**src/rtl/control_unit.sv**
```systemverilog
// Fetch/decode/execute sequencer for the 8-bit accumulator processor.
// Drives every datapath control line from the registered state; only jumps look at the flags.
module control_unit #(
    parameter int CNT_W = 8
) (
    input  logic             Clock,
    input  logic             Reset,
    input  logic [2:0]       IR,
    input  logic             Aeq0,
    input  logic             Apos,
    input  logic             Enter,
    output logic             IRload,
    output logic             JMPmux,
    output logic             PCload,
    output logic             Meminst,
    output logic             MemWr,
    output logic             Aload,
    output logic             Sub,
    output logic [1:0]       Asel,
    output logic             Halt,
    output logic [3:0]       State,
    output logic [CNT_W-1:0] Retired
);

    typedef enum logic [3:0] {
        S_START   = 4'd0,
        S_FETCH   = 4'd1,
        S_DECODE  = 4'd2,
        S_LOAD    = 4'd3,
        S_STORE   = 4'd4,
        S_ADD     = 4'd5,
        S_SUB     = 4'd6,
        S_IN_WAIT = 4'd7,
        S_IN_REL  = 4'd8,
        S_JZ      = 4'd9,
        S_JPOS    = 4'd10,
        S_HALT    = 4'd11
    } state_t;

    // Plain vector so the unused codes 12-15 stay representable and recoverable.
    logic [3:0]       r_state;
    state_t           w_next;
    logic             w_retire;
    logic [CNT_W-1:0] r_retired;

    always_ff @(posedge Clock or posedge Reset) begin
        if (Reset) begin
            r_state   <= S_START;
            r_retired <= '0;
        end else begin
            // NOTE: state registers use non-blocking assignments so every flop samples pre-edge values.
            r_state <= w_next;
            if (w_retire) begin
                r_retired <= r_retired + CNT_W'(1);
            end
        end
    end

    always_comb begin
        // NOTE: every output gets a default first, so no path through the case can infer a latch.
        IRload   = 1'b0;
        JMPmux   = 1'b0;
        PCload   = 1'b0;
        Meminst  = 1'b0;
        MemWr    = 1'b0;
        Aload    = 1'b0;
        Sub      = 1'b0;
        Asel     = 2'b00;
        Halt     = 1'b0;
        w_retire = 1'b0;
        w_next   = S_START;

        case (r_state)
            S_START: begin
                w_next = S_FETCH;
            end
            S_FETCH: begin
                IRload = 1'b1;
                PCload = 1'b1;
                w_next = S_DECODE;
            end
            S_DECODE: begin
                Meminst = 1'b1;
                case (IR)
                    3'b000:  w_next = S_LOAD;
                    3'b001:  w_next = S_STORE;
                    3'b010:  w_next = S_ADD;
                    3'b011:  w_next = S_SUB;
                    3'b100:  w_next = S_IN_WAIT;
                    3'b101:  w_next = S_JZ;
                    3'b110:  w_next = S_JPOS;
                    default: begin
                        w_next   = S_HALT;
                        w_retire = 1'b1;
                    end
                endcase
            end
            S_LOAD: begin
                Meminst  = 1'b1;
                Asel     = 2'b10;
                Aload    = 1'b1;
                w_retire = 1'b1;
                w_next   = S_FETCH;
            end
            S_STORE: begin
                Meminst  = 1'b1;
                MemWr    = 1'b1;
                w_retire = 1'b1;
                w_next   = S_FETCH;
            end
            S_ADD: begin
                Meminst  = 1'b1;
                Aload    = 1'b1;
                w_retire = 1'b1;
                w_next   = S_FETCH;
            end
            S_SUB: begin
                Meminst  = 1'b1;
                Sub      = 1'b1;
                Aload    = 1'b1;
                w_retire = 1'b1;
                w_next   = S_FETCH;
            end
            S_IN_WAIT: begin
                if (Enter) begin
                    Asel   = 2'b01;
                    Aload  = 1'b1;
                    w_next = S_IN_REL;
                end else begin
                    w_next = S_IN_WAIT;
                end
            end
            S_IN_REL: begin
                // Wait for key release so one press loads exactly one value.
                if (Enter) begin
                    w_next = S_IN_REL;
                end else begin
                    w_retire = 1'b1;
                    w_next   = S_FETCH;
                end
            end
            S_JZ: begin
                JMPmux   = Aeq0;
                PCload   = Aeq0;
                w_retire = 1'b1;
                w_next   = S_FETCH;
            end
            S_JPOS: begin
                JMPmux   = Apos;
                PCload   = Apos;
                w_retire = 1'b1;
                w_next   = S_FETCH;
            end
            S_HALT: begin
                Halt   = 1'b1;
                w_next = S_HALT;
            end
            default: begin
                w_next = S_START;
            end
        endcase
    end

    assign State   = r_state;
    assign Retired = r_retired;

    a_mem_excl: assert property (@(posedge Clock) disable iff (Reset) !(MemWr && Aload));
    a_irload_fetch: assert property (@(posedge Clock) disable iff (Reset)
        IRload |-> (r_state == S_FETCH));

endmodule
```
**config.mk**
```make
export PLATFORM = sky130hd
export DESIGN_NAME = control_unit
export DESIGN_NICKNAME = d
export VERILOG_FILES = /design/src/rtl/control_unit.sv
export SDC_FILE = /design/constraint.sdc
export NUM_CORES = 1
export LEC_CHECK = 0
export CAP_MARGIN = 10
export CORE_MARGIN = 2
export CORE_UTILIZATION = 45
export DETAILED_ROUTE_END_ITERATION = 8
export PLACE_DENSITY = 0.87
export SETUP_SLACK_MARGIN = 0.5
export SLEW_MARGIN = 15
export SYNTH_ARGS = -nofsm -noshare
export SYNTH_HDL_FRONTEND = slang
export SYNTH_SLANG_ARGS = --single-unit
```
**constraint.sdc**
```tcl
create_clock -name Clock -period 2.23 [get_ports Clock]
set_input_delay 0.446 -clock Clock [delete_from_list [all_inputs] [get_ports Clock]]
set_output_delay 0.446 -clock Clock [all_outputs]
set_load 0.01 [all_outputs]
```
Yosys cells after proc, flatten, opt, wreduce, memory -nomap -nowiden --
Cells that the tools add are included.
Operators by class: add/subtract/negate cells 1, equal/unequal tests 17, muxes and demuxes 18, reduce and logical (&&, ||, !) cells 7
Operator list (number):
- $pmux W4 S7 | 1
- $pmux W4 S6 | 1
- $eq A4 B3 Y1 const B | 4
- $eq A4 B4 Y1 const B | 4
- $reduce_or A7 Y1 | 2
- $eq A3 B3 Y1 const B | 3
- $mux W1 | 9
- $add A8 B1 Y8 const B | 1
- $eq A4 B2 Y1 const B | 2
- $mux W4 | 2
- $eq A3 B2 Y1 const B | 2
- $pmux W1 S3 | 2
- $reduce_or A6 Y1 | 1
- $reduce_or A5 Y1 | 1
- $eq A4 B1 Y1 const B | 1
- $logic_not A4 Y1 | 1
- $pmux W1 S2 | 2
- $pmux W2 S2 | 1
- $eq A3 B1 Y1 const B | 1
- $logic_not A3 Y1 | 1
- $reduce_or A3 Y1 | 1
Storage, ports and cells: flip-flop bits (word level) 12, output and inout bits 22

Logic depth before layout (Yosys ltp) --
Gate-level depths: netlist (run 1).
word-level depth 4, gate-level depth with buffers 6, mapped depth without buffers 5

Worst setup path after synthesis (run 1) --
No wires, ideal clock.
path type reg2reg, from reg r_state[0] (netlist: State[0]), to reg r_retired[1] (netlist: Retired[1]), data arrival time 1.972 ns, data required time 2.102 ns, setup slack 0.131 ns, stages on the path, launching flop included 7, path buffers 2, clock period less this slack 2.099 ns, cell sequence dfrtp_1 > buf_6 > or4b_4 > or2_1 > buf_6 > a21oi_1 > mux2_1
Between the ends: cells in the longest elaborated chain, start to end 3, elaborated cells between the ends (all ways) 10, classes of those cells eq/ne: 8; mux: 1; reduce/logical: 1
RTL lines:
- start: declaration | line 41 | logic [3:0] r_state;
- start signal: assignment | line 52 | r_state <= w_next;
- $eq A4 B4 Y1, or another cell as far along | line 73 | case (r_state)
- $reduce_or A6 Y1 (no line)
- $pmux W1 S3 (*) | line 73
- end signal: assignment | line 54 | r_retired <= r_retired + CNT_W'(1);
- end: declaration | line 44 | logic [CNT_W-1:0] r_retired;
Mark *: on every way between the ends. The rest lies on a longest branch, timed or not. A chain may end at the register's enable or synchronous reset.

Worst setup path after layout (run 1) --
Same ends and word-level chain as after synthesis.

==> results by group, run 1 <==
Floorplanning
  • Core area: approximately 1900 um^2
  • Horiz. Die Dim: 49.21 um
  • Die area: 2421 um^2
  • Die Y: roughly 49 um
  • IO Pins: 30
  • Starting Density: 47.36%
  • Cell Rows: 16

Synthesis
  • Post-synth top cells: dfrtp_1, nand3_1, nor2_1, xor2_1, clkbuf_1
  • Fraction of registers with async set/reset: 100.0%
  • Mapped cell area: about 920 um^2
  • Post-synth top area share: 32.65%
  • Ranking of synthesized cells by area: dfrtp_1, xor2_1, nand3_1
  • Main synth FF type: dfrtp_1
  • Syn nets: 116
  • Syn_area_per_cell: about 8.6 um^2
  • Top-count cell post-synth: dfrtp_1
  • Yosys Warn Count: 0
  • Synth unique cells: 40
  • Number of synthesized flops with an enable pin: 0
  • Synth area leader: dfrtp_1
  • Register area share after synthesis: 32.65%
  • Post-Syn Instances: 107
  • Yosys reg bits: 12

Global routing
  • Total track usage: 24.25%
  • First-pass GRT wire length: 4547 um
  • Largest net degree at the start of global routing: 13
  • Initial antenna violation count: 0
  • Vias in the first global route: 1026
  • GRT overflow: 0

Worst setup path
  • Slowest CP cell: or4b_4
  • WS Path Type: reg2reg
  • Critical Path Sink Type: flop
  • Worst R2R End: Retired[1]
  • CP Capture Point: Retired[1]
  • Max incr delay on CP: between 500 and 600 ps
  • Worst r2r src: State[0]
  • Worst path required time: 2400 ps
  • Start point of the critical path: State[0]
  • Crit path arrival time: 2090 ps
  • Startpoint types: flop
  • Reg2Reg Setup Slack: 310 ps
  • Critical path peak fanout: 8
  • R2R cell count: 4
  • CP cell instances: or4b_4, or2_4, a21oi_4, mux2_4

Finish
  • Nets: approximately 180
  • Final core occ: 80.54%
  • Layout cells sized above 1: 44.51%
  • Non-Filler Instances: ~190
  • Area Overhead vs Synth: 70.07%
  • Antenna cells: 0

Timing
  • RSZ-0062 raised after global routing: true
  • Slew Limit Fails: 0
  • Fin crit share: between 80% and 90%
  • Worst Tran Pin Value: 466.4 ps
  • Worst slew margin: 68.87%
  • Clock skew: around 4.2 ps
  • Minimum clock period: 1917 ps
  • Fin Setup TNS: 0 ps
  • Fin. Hold Viols: 0
  • Setup violations, final: 0
  • Fmax: 521.5 MHz

Clock network
  • CTS root buffer: clkbuf_4
  • Clock Latency Late Sink: 280 ps
  • # hold bufs at CTS: 0
  • Clk slew on worst S/H paths: 80 ps
  • H-tree depth: 1
  • CTS max path bufs: 2
  • TritonCTS clock tree: yes
  • CTS buffer count: 3
  • Clk sink count: 12

Placed design
  • Placed cell count: 166
  • Detailed Place HPWL: between 1500 and 2000 um
  • Routability cong.: 0.8174
  • Port buffer count: 29

Power
  • PD cells: 1443 nW/um^2
  • Total power: 2.256 mW
  • Leakage: approximately 0.72 nW
  • Peak supply drop: 0.9130 mV

Route
  • Drt drc: 0
  • ANT nets after route: 0
  • Final WL: about 3000 um
  • Via count: between 1000 and 1500
  • Post-DR wirelength/cell: about 16 um
  • Via density: 5.592
  • Initial drt markers: 21
  • TritonRoute pass-1 iters: 4

Outcome
  • Status: finished clean

Job
  • MaxCap Viol Count: 0

Min path
  • Worst hold-check path type: in2async
==> metrics by stage <==
| step | hold WS, ps | area, um^2 | setup slack, ps |
|---|---|---|---|
| after global routing | 494.6 | 1564 | 266.6 |
| after detailed placement | 458.3 | 1303 | 28.62 |
| after floorplan | 310.7 | 940.9 | 231.1 |
| after CTS | 474.1 | 1409 | 337.8 |
| after global placement | 452.8 | 1303 | 19.29 |
| final | 468.8 | 1564 | 312.6 |
==> flip-flops by register name (all words and copies together), names as in the netlist <==
signal,cells
State,4
Retired,8
==> per-layer routing <==
layer / track usage, % / vias to the layer above / wire, um
li1: - / 502 / -
met1: 25.00 / 508 / 1087
met2: 49.10 / 49 / 1701
met3: 3.374 / 9 / 180
met4: 7.143 / 0 / 58
met5: 0 / - / 0
==> worst max-delay path, delay by kind of cell, from the launching register on <==
kind	cells	cell delay [ps]
AOI/OAI and AO/OA	1	170
DFF	1	460
and+or+nand+nor	2	860
muxes	1	310
==> power by group <==
part | switching (mW) | leakage, nW | internal (mW)
clock | 0.0770 | 0.0138 | 0.0628
combinational | 0.769 | 0.564 | 0.900
sequential | 0.128 | 0.140 | 0.319
total | 0.974 | 0.717 | 1.28
==> timing repair <==
item	in CTS	in global routing
gates resized for setup	55	21
buffers inserted	10	11
pin swaps	7	10
cloned	1	0
endpoints found under the setup margin	22	24
==> kinds of logic after synthesis <==
family | count (synthesis) | synth area share [%]
adder cells (fa/ha/maj) | 1 | 1.360
AND/OR/NAND/NOR | 48 | 28.85
buffers and inverters | 12 | 6.530
multiplexers | 2 | 2.449
flip-flops | 12 | 32.65
AO/OA/AOI/OAI | 25 | 21.50
XOR/XNOR | 7 | 6.667
==> layout make-up <==
cell class / count / area [um^2]
fill: 137 / 377.9
inverter: 4 / 15.01
timing repair buffer: 62 / 513.0
tap: 27 / 33.78
clock buffer: 3 / 22.52
sequential: 12 / 306.5
multi-input combinational: 83 / 673.1
==> layout by cell type, fill, tap and decap left out, types with 3 or more instances in the layout <==
cell type and n:
o21ai_0 3, xor2_1 7, nor2_1 9, clkbuf_4 3, buf_2 8, dfrtp_2 5
nor2b_4 3, dlygate4sd2_1 4, a21oi_1 4, buf_4 28, buf_6 6, nand3_1 9
inv_1 4, dfrtp_1 7, nand2_1 4, clkdlybuf4s50_1 13, a211oi_1 3
==> how the worst min path moves through the flow <==
stage,endpoint,slack (ps),cells past startpoint
finish,Retired[5],470,2
floorplan,Retired[0],310,1
global placement,Retired[7],450,1
CTS,Retired[7],470,1
detailed placement,Retired[7],460,1
global route,Retired[7],490,1
No activity file was read; power rests on OpenSTA's default activity.
==> run 2: changes to the inputs <==
Settings changed: CAP_MARGIN 10 to 5, CORE_UTILIZATION 45 to 41, PLACE_DENSITY 0.87 to 0.84.
Clock period 2.23 ns to 1.7 ns, I/O delays scaled along.
==> results by group, run 2 (synthesis results as in run 1) <==
Clock network
  • TritonCTS clock tree: yes
  • CTS root buffer: clkbuf_4
  • Clk slew on worst S/H paths: 100 ps
  • CTS max path bufs: 2
  • # hold bufs at CTS: 0
  • CTS buffer count: 3
  • H-tree depth: 1
  • Clk sink count: 12
  • Clock Latency Late Sink: 300 ps

Power
  • PD cells: 2022 nW/um^2
  • Peak supply drop: around 1.6 mV
  • Leakage: roughly 0.90 nW

Placed design
  • Detailed Place HPWL: 1847 um
  • Placed cell count: 180
  • Port buffer count: 29
  • Routability cong.: 0.8312
  • DP Worst Slack: -301.6 ps

Global routing
  • Vias in the first global route: 1206
  • First-pass GRT wire length: 5989 um
  • Initial antenna violation count: 0
  • GRT overflow: 0
  • Total track usage: slightly above 30%
  • Largest net degree at the start of global routing: 13

Route
  • Via count: 1324
  • Wl on met1: 1830 um
  • TritonRoute pass-1 iters: 4
  • Initial drt markers: 66
  • Drt drc: 0
  • ANT nets after route: 0
  • Via density: 6.046
  • WL met3: 356 um
  • Highest Signal Layer: met4
  • Met2 WL: ~2400 um
  • Post-DR wirelength/cell: between 20 and 25 um
  • Final WL: 4931 um

Finish
  • Most common cell after layout, fill and taps aside: buf_6
  • Non-Filler Instances: 219
  • Area Overhead vs Synth: 114.6%
  • Most frequent cells in the layout: buf_6, buf_4, buf_2, dfrtp_1, nand3_1
  • Reg area: slightly above 300 um^2
  • Footprint of the multi-input gates: 817.0 um^2
  • # fillers: 83
  • Nets: 201
  • Antenna cells: 0
  • Layout cells sized above 1: between 60% and 70%
  • Max FFs per register: 8

Worst setup path
  • Critical Path Sink Type: flop
  • Crit path arrival time: ~2300 ps
  • Worst path required time: 1910 ps
  • Worst r2r src: State[0]
  • Critical path peak fanout: 6
  • Start point of the critical path: State[0]
  • Startpoint types: flop
  • WS Path Type: reg2reg

Floorplanning
  • Starting Density: 42.39%
  • Core area: between 2000 and 2500 um^2
  • IO Pins: 30
  • Horiz. Die Dim: 51.36 um
  • Die Y: about 51 um
  • Cell Rows: 17
  • Die area: 2638 um^2

Timing
  • Clock skew: 13.91 ps
  • Final worst slack: -376.4 ps
  • Worst Tran Pin Value: approximately 450 ps
  • Slew Limit Fails: 0
  • RSZ-0062 raised after global routing: true
  • Minimum clock period: 2076 ps
  • Fin. Hold Viols: 0
  • Fmax: just under 500 MHz
  • Setup violations, final: 18
  • Worst slew margin: 69.71%
  • Fin crit share: 122.1%

Job
  • MaxCap Viol Count: 0

Outcome
  • Status: finished, violations left
  • Failing checks: setup timing

Min path
  • Worst hold-check path type: in2async
-- run 2: cell types whose count changed in the layout (fill, tap and decap cells not counted), sizes merged --
cell           delta
buf              +39
clkdlybuf4s50     -9
dlygate4sd2       -1
dlymetal6s2s      -2
-- run 2: per-stage QoR --
step	total power [mW]	utilization, %	TNS, ps	area (um^2)	hold WS (ps)
final	3.990	90.95	-3485	1973	342.4
after global routing	4.136	90.95	-4163	1973	385.0
after CTS	3.226	80.91	-2063	1755	375.2
after detailed placement	2.469	66.90	-3548	1451	466.6
after global placement	2.412	66.90	-3270	1451	455.1
after floorplan	1.696	-	-1628	1045	204.6
-- run 2: layout make-up --
type / instances / area share [%]
Clock buffer: 4 / 1.332
Timing Repair Buffer: 88 / 39.32
Sequential cell: 12 / 15.41
Inverter: 4 / 0.7609
Multi-Input combinational cell: 83 / 41.41
Tap cell: 28 / 1.776
-- run 2: per-layer routing --
layer,up-vias,GRT usage (%)
met1,626,41.27
met4,0,14.04
met5,-,0
met3,40,4.678
li1,555,-
met2,103,49.57
-- run 2: repair_timing --
item                                    CTS  global route
pin swaps                                13            17
gates resized for setup                 137            30
gates cloned                              1             0
setup buffers                            23            11
endpoints found under the setup margin   34            27
-- run 2: final timing paths --
check,to,slack [ps],cells after the start
worst max-delay path,Retired[2],-380,8
worst min-delay path,Retired[6],340,2
worst max register to register,Retired[2],-380,8
worst min register to register,Retired[7],560,2
max in group asynchronous,State[1],1020,2
min in group Clock,Retired[7],560,2
-- run 2: worst max-delay path, stage by stage (launching register included) --
cell and delay (ps):
dfrtp_2 460, buf_6 130, buf_6 120, buf_4 170, o211ai_1 190, o211ai_4 210, buf_4 210, a211oi_1 310
xor2_1 190
-- run 2: report_power, final --
| part | switching (mW) | internal (mW) | leakage, nW |
|---|---|---|---|
| Combinational | 1.58 | 1.66 | 0.739 |
| Sequential | 0.115 | 0.417 | 0.141 |
| Clock | 0.122 | 0.0916 | 0.0150 |
